===== config.mk =====
export PLATFORM = sky130hd
export DESIGN_NAME = cmac_sched
export DESIGN_NICKNAME = d
export VERILOG_FILES = /design/src/rtl/fusion_pkg.sv /design/src/rtl/cmac_sched_stage.sv /design/src/rtl/cmac_sched.sv
export SDC_FILE = /design/constraint.sdc
export NUM_CORES = 1
export LEC_CHECK = 0
export ABC_AREA = 0
export CAP_MARGIN = 20
export CORE_MARGIN = 8
export CORE_UTILIZATION = 30
export CTS_CLUSTER_DIAMETER = 60
export DETAILED_ROUTE_END_ITERATION = 8
export GPL_TIMING_DRIVEN = 1
export PLACE_DENSITY = 0.48
export SLEW_MARGIN = 10
export SYNTH_ARGS = -nofsm -noshare
export SYNTH_HDL_FRONTEND = slang
export SYNTH_SLANG_ARGS = --single-unit

===== constraint.sdc =====
create_clock -name clk -period 9.5 [get_ports clk]
set_clock_uncertainty 0.1 [all_clocks]
set_input_delay 0.95 -clock clk [delete_from_list [all_inputs] [get_ports clk]]
set_output_delay 0.95 -clock clk [all_outputs]
set_load 0.01 [all_outputs]

===== src/rtl/fusion_pkg.sv =====
// Shared definitions for the cmac scheduler slice.
//   DATA_W : operand/result width (fp16)
//   ADDR_W : operand buffer address width
//   LEN_W  : MAC-term count width (kernel_h * kernel_w * channels)
//   sched_state_t : scheduler FSM states
package fusion_pkg;

    localparam int DATA_W = 16;
    localparam int ADDR_W = 12;
    localparam int LEN_W  = 12;

    typedef enum logic [2:0] {
        IDLE,
        CLEAR,
        ISSUE,
        DRAIN,
        OUTPUT
    } sched_state_t;

endpackage


===== src/rtl/cmac_sched_stage.sv =====
// Two-entry {data, weight} operand FIFO between the buffer read port and the
// cmac operand inputs.
//   clk, rst   : clock, synchronous active-high reset
//   flush      : synchronous empty (used when a new command is accepted)
//   push       : write push_pair (never asserted while full)
//   push_pair  : {data, weight}
//   pop        : drop the head entry (never asserted while empty)
//   count      : number of stored entries, 0..2
//   head       : oldest stored entry
module cmac_sched_stage
    import fusion_pkg::*;
(
    input  logic                clk,
    input  logic                rst,
    input  logic                flush,
    input  logic                push,
    input  logic [2*DATA_W-1:0] push_pair,
    input  logic                pop,
    output logic [1:0]          count,
    output logic [2*DATA_W-1:0] head
);

    logic [2*DATA_W-1:0] ent0;
    logic [2*DATA_W-1:0] ent1;
    logic [1:0]          cnt;

    always_ff @(posedge clk) begin
        if (rst || flush) begin
            cnt  <= 2'd0;
            ent0 <= '0;
            ent1 <= '0;
        end else begin
            case ({push, pop})
                2'b10: begin
                    if (cnt == 2'd0) ent0 <= push_pair;
                    else             ent1 <= push_pair;
                    cnt <= cnt + 2'd1;
                end
                2'b01: begin
                    ent0 <= ent1;
                    cnt  <= cnt - 2'd1;
                end
                2'b11: begin
                    // Simultaneous push and pop keeps the count; the new pair
                    // lands behind whatever remains after the pop.
                    if (cnt == 2'd1) begin
                        ent0 <= push_pair;
                    end else begin
                        ent0 <= ent1;
                        ent1 <= push_pair;
                    end
                end
                default: ;
            endcase
        end
    end

    assign count = cnt;
    assign head  = ent0;

endmodule


===== src/rtl/cmac_sched.sv =====
// Sequencer for one cmac lane: on start, streams len operand pairs from the
// data/weight buffers into the MAC pipe, counts accumulator completions and
// presents the final sum on a valid/ready port.
//   clk, rst                  : clock, synchronous active-high reset
//   start, len, d_base, w_base: command (sampled in IDLE only)
//   rd_en, d_addr, w_addr     : buffer read request
//   d_rdata, w_rdata          : buffer read data, one cycle after rd_en
//   mac_data/weight/valid     : operands to cmac, mac_ready back-pressure
//   mac_clr                   : accumulator clear pulse
//   acc_rdy, mac_result       : accumulator completion strobe and sum
//   out_data/valid/ready      : result port
//   busy                      : high outside IDLE
// Build option: CMAC_SCHED_RELU_EN clamps negative (sign-set) results to 0.
//
// state  | meaning
// IDLE   | waiting for start
// CLEAR  | one-cycle accumulator clear
// ISSUE  | reading buffers and feeding cmac until len pairs accepted
// DRAIN  | waiting for the remaining acc_rdy pulses
// OUTPUT | holding out_data valid until out_ready
module cmac_sched
    import fusion_pkg::*;
(
    input  logic              clk,
    input  logic              rst,
    input  logic              start,
    input  logic [LEN_W-1:0]  len,
    input  logic [ADDR_W-1:0] d_base,
    input  logic [ADDR_W-1:0] w_base,
    output logic              rd_en,
    output logic [ADDR_W-1:0] d_addr,
    output logic [ADDR_W-1:0] w_addr,
    input  logic [DATA_W-1:0] d_rdata,
    input  logic [DATA_W-1:0] w_rdata,
    output logic [DATA_W-1:0] mac_data,
    output logic [DATA_W-1:0] mac_weight,
    output logic              mac_valid,
    input  logic              mac_ready,
    output logic              mac_clr,
    input  logic              acc_rdy,
    input  logic [DATA_W-1:0] mac_result,
    output logic [DATA_W-1:0] out_data,
    output logic              out_valid,
    input  logic              out_ready,
    output logic              busy
);

    localparam logic [LEN_W-1:0] LEN_ONE = LEN_W'(1);

    sched_state_t        state, state_nx;
    logic [LEN_W-1:0]    len_q, issued, accepted, acc_cnt;
    logic [LEN_W-1:0]    accepted_nx, acc_cnt_nx;
    logic [ADDR_W-1:0]   d_base_q, w_base_q;
    logic                rd_pend;
    logic [1:0]          fifo_cnt;
    logic [2*DATA_W-1:0] fifo_head;
    logic                pop, fifo_push, fifo_pop, fifo_flush, acc_cnt_en, cmd_take;
    logic [2:0]          occ;

    function automatic logic [DATA_W-1:0] capture(input logic [DATA_W-1:0] r);
`ifdef CMAC_SCHED_RELU_EN
        return r[DATA_W-1] ? '0 : r;
`else
        return r;
`endif
    endfunction

    // Fall-through staging: a pair returning from the buffers is visible to
    // cmac in the cycle it arrives, so the in-flight read counts as occupancy.
    assign mac_valid = (fifo_cnt != 2'd0) || rd_pend;
    assign pop       = mac_valid && mac_ready;
    assign fifo_pop  = pop && (fifo_cnt != 2'd0);
    assign fifo_push = rd_pend && !(pop && (fifo_cnt == 2'd0));
    assign occ       = {1'b0, fifo_cnt} + {2'b00, rd_pend} - {2'b00, pop};

    always_comb begin
        {mac_data, mac_weight} = '0;
        if (fifo_cnt != 2'd0) {mac_data, mac_weight} = fifo_head;
        else if (rd_pend)     {mac_data, mac_weight} = {d_rdata, w_rdata};
    end

    assign cmd_take    = (state == IDLE) && start;
    assign fifo_flush  = cmd_take;
    assign rd_en       = (state == ISSUE) && (issued != len_q) && (occ < 3'd2);
    assign d_addr      = d_base_q + ADDR_W'(issued);
    assign w_addr      = w_base_q + ADDR_W'(issued);
    assign acc_cnt_en  = acc_rdy && ((state == ISSUE) || (state == DRAIN));
    assign accepted_nx = pop ? accepted + LEN_ONE : accepted;
    assign acc_cnt_nx  = acc_cnt_en ? acc_cnt + LEN_ONE : acc_cnt;
    assign mac_clr     = (state == CLEAR);
    assign busy        = (state != IDLE);

    always_comb begin
        state_nx = state;
        case (state)
            IDLE:    if (start) state_nx = CLEAR;
            CLEAR:   state_nx = (len_q == '0) ? OUTPUT : ISSUE;
            ISSUE:   if (accepted_nx == len_q) state_nx = DRAIN;
            DRAIN:   if (acc_cnt_nx == len_q) state_nx = OUTPUT;
            OUTPUT:  if (out_valid && out_ready) state_nx = IDLE;
            default: state_nx = IDLE;
        endcase
    end

    always_ff @(posedge clk) begin
        if (rst) begin
            state     <= IDLE;
            len_q     <= '0;
            d_base_q  <= '0;
            w_base_q  <= '0;
            issued    <= '0;
            accepted  <= '0;
            acc_cnt   <= '0;
            rd_pend   <= 1'b0;
            out_valid <= 1'b0;
            out_data  <= '0;
        end else begin
            state     <= state_nx;
            rd_pend   <= rd_en;
            out_valid <= (state_nx == OUTPUT);
            if (cmd_take) begin
                len_q    <= len;
                d_base_q <= d_base;
                w_base_q <= w_base;
                issued   <= '0;
                accepted <= '0;
                acc_cnt  <= '0;
            end else begin
                if (rd_en) issued <= issued + LEN_ONE;
                accepted <= accepted_nx;
                acc_cnt  <= acc_cnt_nx;
            end
            if ((state == CLEAR) && (len_q == '0))
                out_data <= '0;
            else if ((state == DRAIN) && (state_nx == OUTPUT))
                out_data <= capture(mac_result);
        end
    end

    cmac_sched_stage u_stage (
        .clk       (clk),
        .rst       (rst),
        .flush     (fifo_flush),
        .push      (fifo_push),
        .push_pair ({d_rdata, w_rdata}),
        .pop       (fifo_pop),
        .count     (fifo_cnt),
        .head      (fifo_head)
    );

endmodule


==> results.ini, run 1 <==
[die]
dieHeight_um = 186
num_rows = 62
die_width_um = 186
initial_core_util_pct = 30.4
core_um2 = 28600
dieArea_um2 = 34800
io_pins = 167

[yosys]
synth_area_um2 = 8720
synth.most_common_cell = nand2_1
synth_edf_count = 0
yosys_most_used_dff = dfxtp_1
postSynthCellCount = 1102
synth.area.top_cells = dfxtp_1 37%, nand2_1 8.0%, a21oi_1 7.0%
seq_area_frac_synth_pct = 36.5
synth_top_cell_area_share_pct = 36.5
ys_ff_latch = 159
async_flop_share_pct = 0
synth_common_cells = 186 x nand2_1, 159 x dfxtp_1, 122 x a21oi_1, 71 x nor2_1, 62 x clkbuf_1
synth_top_area_cell = dfxtp_1
syn_nets = 1223
synth.distinct_cells = 67
yosys_warnings = 0
avgSynthCellArea_um2 = 7.91

[worst_hold_path]
hold_end = u_stage.ent1[18]
hold_class = register to register
holdPathStages = 2
hp-start = u_stage.ent1[18]

[final_layout]
final_area_um2 = 11200
final_util_pct = 39.2
finalNetCount = 1342
num_antenna_cells = 0
drive_above_1_share_pct = 5.43
nFillCells = 2911
syn_to_final_growth_pct = 28.8

[setup_path]
worstPathRequired_ns = 8.45
r2r_end = issued[4]
cp-startpoint = u_stage.count[1]
crit_type = register to output pin
worstPathArrival_ns = 4.13
r2r_cells = 14
rrSetupSlack_ns = 5.78
startpoint_type = register
r2r_start = u_stage.count[1]
cp-end-kind = output pin
cp_max_fo = 34

[timing]
finalMaxSlewViolations = 0
fin_crit_ns = 5.18
max_slew_margin_pct = 35.1
rsz0062_at_grt = false
finalSetupTns_ns = 0
hold_viol_final = 0
timing.hold.ws_ns = 0.355
setup_viol = 0
tightestPinTransition_ns = 0.972
max_clock_freq_mhz = 193
layout_worst_path_cycle_share_pct = 54.5
setup_slack_ns = 4.32

[cts]
cts_max_level = 4
hold_buffers = 0
post_cts_buffers = 0
cts_buffer_depth = 2
cts-buffers-inserted = 17
cts_root_buffer = clkbuf_16
cts_sinks = 159
cts_tree = yes
clock_latency_ns = 0.43
clk_pin_slew_ns = 0.07
ctsResizeCount = 0

[flow_run]
maxCapViolCount = 0

[grt]
grt_max_degree = 70
track_usage_pct = 14.7
antenna_found_initial = 0
grt_pass1_wl_um = 42300
first_global_vias = 7794
grt_remaining_overflow = 0

[power_and_ir_drop]
power.density_nw_per_um2 = 163
netSwitchingPower_w = 0.000604
ir_worst_vdd_mv = 0.103
power_frac_clock_pct = 36.7
p_leak_nw = 3.81
comb_power_share_pct = 23.1
p_seq_share_pct = 40.2
intPower_w = 0.00123
swShare_pct = 32.9

[drt]
drtPass1Iterations = 4
vias = 7887
wire_per_inst_um = 16.1
via_per_inst = 4.87
drt_iter0_drc = 480
routed_wl_um = 26000
ant_nets = 0
post-route-drc-count = 0

[placement]
port_buffers = 166
dp_hpwl_um = 17800
dp_slack_ns = 4.37
placed_cell_area_um2 = 10600
gp_congestion = 0.762

[outcome]
status = complete, no violations

[logic make-up after synthesis]
logic type,after synthesis,synth area share (%)
and+or+nand+nor,438,24.5
AOI/OAI and AO/OA,247,17.2
DFF,159,36.5
buffers and inverters,126,5.81
xor gates and xnor gates,81,8.93
adders and majority gates,31,4.71
muxes,20,2.34
[how the worst max path moves through the flow]
stage,endpoint,slack (ns),cells past startpoint
2_1_floorplan,rd_en,5.50,9
3_3_place_gp,rd_en,4.46,12
3_5_place_dp,rd_en,4.37,12
4_1_cts,rd_en,3.89,12
5_1_grt,rd_en,4.08,12
6_report,rd_en,4.32,12
[placed cells by master, fill, tap and decap left out, types with 5 or more instances in the layout]
cell type / count
a21oi_1: 121
o211ai_1: 7
xnor3_1: 5
o31ai_1: 17
nor2_1: 70
ha_1: 27
nor3_1: 18
a211oi_1: 14
nor2b_1: 14
a22oi_1: 20
nor4_1: 10
nand3b_1: 7
or3_1: 5
o21ai_0: 39
buf_4: 10
xnor2_1: 48
inv_1: 49
inv_8: 5
inv_6: 5
clkdlybuf4s50_1: 165
nand2b_1: 12
mux2i_1: 17
dfxtp_1: 159
nand2_1: 186
clkbuf_16: 17
and3_1: 15
a31oi_1: 6
nand3_1: 43
nand4_1: 31
xor2_1: 28
[metrics by stage]
| stage | power, W | instances |
|---|---|---|
| global route | 0.00193 | 1618 |
| finish | 0.00183 | 1618 |
| floorplan | 0.00101 | 1102 |
| global placement | 0.00118 | 1585 |
| CTS | 0.00186 | 1617 |
| detailed placement | 0.00118 | 1585 |
[layer usage]
layer / GRT usage, % / vias to the layer above / part of all wire (%)
met3: 2.44 / 11 / 3.0
met1: 19.2 / 3658 / 48
li1: - / 4065 / -
met4: 3.27 / 0 / 0.77
met2: 25.0 / 153 / 48
met5: 0 / - / 0
[flip-flops by register name, summed over array words and instances, names as in the netlist, 2 cells and up]
| register | count |
|---|---|
| issued | 12 |
| len_q | 12 |
| d_base_q | 12 |
| accepted | 12 |
| w_base_q | 12 |
| u_stage.ent1 | 32 |
| u_stage.head | 32 |
| state | 3 |
| acc_cnt | 12 |
| out_data | 16 |
| u_stage.count | 2 |
[power groups by stage]
stage / Combinational, W / Sequential (W) / Clock, W
after global routing: 0.000469 / 0.000741 / 0.000719
final: 0.000424 / 0.000736 / 0.000673
after CTS: 0.000427 / 0.000737 / 0.000693
after floorplan: 0.000278 / 0.000728 / 0
after detailed placement: 0.000425 / 0.000752 / 0
after global placement: 0.000426 / 0.000752 / 0
[layout make-up]
class	instances	area, µm²	area share (%)
Clock buffer	17	425	3.79
Clock inverter	15	143	1.27
Inverter	49	184	1.64
Multi-Input combinational cell	817	5050	45.0
Sequential cell	159	3180	28.4
Tap cell	384	480	4.28
Timing Repair Buffer	177	1760	15.7
[critical path, cell delays in order (launching register included)]
cell	delay, ns
dfxtp_1	0.37
inv_1	0.10
ha_2	0.60
nand2b_1	0.25
nand2_1	0.23
inv_1	0.12
ha_1	0.28
nand2b_1	0.16
fa_1	0.51
nand3_1	0.09
nor3_1	0.18
buf_4	0.23
clkdlybuf4s50_1	0.59
(Power assumes the default switching activity.)
==> inputs of run 2 (changes only) <==
==> constraint.sdc (replaced) <==
create_clock -name clk -period 4.9 [get_ports clk]
set_clock_uncertainty 0.1 [all_clocks]
set_input_delay 0.49 -clock clk [delete_from_list [all_inputs] [get_ports clk]]
set_output_delay 0.49 -clock clk [all_outputs]
set_load 0.01 [all_outputs]
==> run 2 against run 1 <==
- cell count up 0.12%
- via count is 0.28% lower
- flip-flop and latch count is the same
- worst setup slack lost 3.7 ns
- global-route usage grew 0.14 points
- clock power increased by 100%
- combinational power increased by 95%
- critical path type unchanged
- largest cell class unchanged
- highest routed layer unchanged
==> results.ini, run 2 (same netlist as run 1, synthesis figures left out) <==
[outcome]
status = complete, no violations  ; unchanged

[setup_path]
worstPathRequired_ns = 4.31  ; was 8.45 ns
crit_type = register to output pin  ; unchanged
cp-end-kind = output pin  ; unchanged
cp_max_fo = 6  ; was 34
worstPathArrival_ns = 3.67  ; was 4.13 ns
startpoint_type = register  ; unchanged

[drt]
post-route-drc-count = 0  ; unchanged
wire_per_inst_um = 16.2  ; was 16.1 µm
vias = 7865  ; was 7887
drt_iter0_drc = 466  ; was 480
ant_nets = 0  ; unchanged
via_per_inst = 4.85  ; was 4.87
drtPass1Iterations = 4  ; unchanged
routed_wl_um = 26200  ; was 26000 µm

[cts]
clock_latency_ns = 0.43  ; about the same
post_cts_buffers = 0  ; unchanged
clk_pin_slew_ns = 0.06  ; was 0.07 ns
cts_tree = yes  ; unchanged
cts_buffer_depth = 2  ; unchanged
cts_sinks = 159  ; unchanged
cts_max_level = 4  ; unchanged
ctsResizeCount = 0  ; unchanged
cts_root_buffer = clkbuf_16  ; unchanged
cts-buffers-inserted = 17  ; unchanged
hold_buffers = 0  ; unchanged

[placement]
port_buffers = 166  ; unchanged
dp_hpwl_um = 18100  ; was 17800 µm
gp_congestion = 0.795  ; was 0.762

[worst_hold_path]
hold_class = register to register  ; unchanged

[timing]
tightestPinTransition_ns = 0.805  ; was 0.972 ns
rsz0062_at_grt = false  ; unchanged
fin_crit_ns = 4.26
layout_worst_path_cycle_share_pct = 87.0
hold_viol_final = 0  ; unchanged
timing.hold.ws_ns = 0.355  ; about the same
finalMaxSlewViolations = 0  ; unchanged
max_clock_freq_mhz = 235
setup_viol = 0  ; unchanged
finalSetupTns_ns = 0  ; unchanged
max_slew_margin_pct = 46.2  ; was 35.1%

[grt]
track_usage_pct = 14.8  ; was 14.7%
grt_pass1_wl_um = 42800  ; was 42300 µm
grt_max_degree = 69  ; was 70
antenna_found_initial = 0  ; unchanged
first_global_vias = 7747  ; was 7794
grt_remaining_overflow = 0  ; unchanged

[final_layout]
final_util_pct = 39.3  ; was 39.2%
nFillCells = 2962  ; was 2911
final_common_cell = nand2_1  ; unchanged
num_antenna_cells = 0  ; unchanged
syn_to_final_growth_pct = 29.1  ; was 28.8%
drive_above_1_share_pct = 5.50  ; was 5.43%
final_cell_mix = 186 x nand2_1, 165 x clkdlybuf4s50_1, 159 x dfxtp_1  ; unchanged
finalNetCount = 1344  ; was 1342

[die]
die_width_um = 186  ; unchanged
core_um2 = 28600  ; unchanged
dieArea_um2 = 34800  ; unchanged
initial_core_util_pct = 30.4  ; unchanged
io_pins = 167  ; unchanged
num_rows = 62  ; unchanged
dieHeight_um = 186  ; unchanged

[flow_run]
maxCapViolCount = 0  ; unchanged

[power_and_ir_drop]
power.density_nw_per_um2 = 320  ; was 163 nW/µm²
p_leak_nw = 3.83  ; was 3.81 nW
ir_worst_vdd_mv = 0.208  ; was 0.103 mV

run 2: cell types whose count changed in the layout (fill, tap and decap cells not counted), moves of 2 or more:
cell,previous run,this run
buf_4,10,12
clkinv_2,2,0
clkinv_4,1,3
inv_8,5,3
run 2: path summary, 6_finish.rpt:
| path | cells past startpoint | from | slack [ns] | to |
|---|---|---|---|---|
| max | 11 | u_stage.count[1] | 0.64 | rd_en |
| min | 2 | u_stage.ent1[0] | 0.35 | u_stage.ent1[0] |
| max reg2reg | 14 | u_stage.count[1] | 1.43 | issued[6] |
| min reg2reg | 2 | u_stage.ent1[0] | 0.35 | u_stage.ent1[0] |
run 2: layout make-up:
class | count | area, µm² | share of cell area (%)
Multi-Input combinational cell | 817 | 5050 | 44.9
Sequential cell | 159 | 3180 | 28.3
Timing Repair Buffer | 179 | 1770 | 15.8
Tap cell | 384 | 480 | 4.27
Clock buffer | 19 | 443 | 3.94
Inverter | 49 | 184 | 1.63
Clock inverter | 13 | 143 | 1.27
run 2: power by group:
part	switching, W	leakage, nW	internal [W]
Sequential	0.0000773	1.29	0.00135
Clock	0.000615	0.290	0.000737
Combinational	0.000467	2.25	0.000358
Total	0.00116	3.83	0.00245
run 2: metal layers:
| metal | vias to the layer above | global-route usage (%) | part of all wire [%] |
|---|---|---|---|
| li1 | 4064 | - | - |
| met1 | 3653 | 19.9 | 49 |
| met2 | 134 | 24.3 | 47 |
| met3 | 14 | 2.70 | 3.1 |
| met4 | 0 | 3.57 | 1.1 |
| met5 | - | 0 | 0 |
run 2: stage by stage:
step	power (W)	std cells	instance area, µm²	setup WS (ns)
2_1_floorplan	0.00195	1102	8720	1.67
3_3_place_gp	0.00229	1587	10600	0.811
3_5_place_dp	0.00229	1587	10600	0.806
4_1_cts	0.00366	1619	11200	0.548
5_1_grt	0.00381	1620	11300	0.371
6_report	0.00361	1620	11300	0.639
run 2: worst max-delay path: stages (launching register included):
cell             delay, ns
dfxtp_1               0.43
inv_1                 0.09
ha_2                  0.18
nand2b_1              0.18
nand2_1               0.17
inv_1                 0.15
ha_1                  0.24
nand2b_1              0.15
fa_1                  0.50
nand3_1               0.08
nor3_1                0.44
clkdlybuf4s50_1       0.64
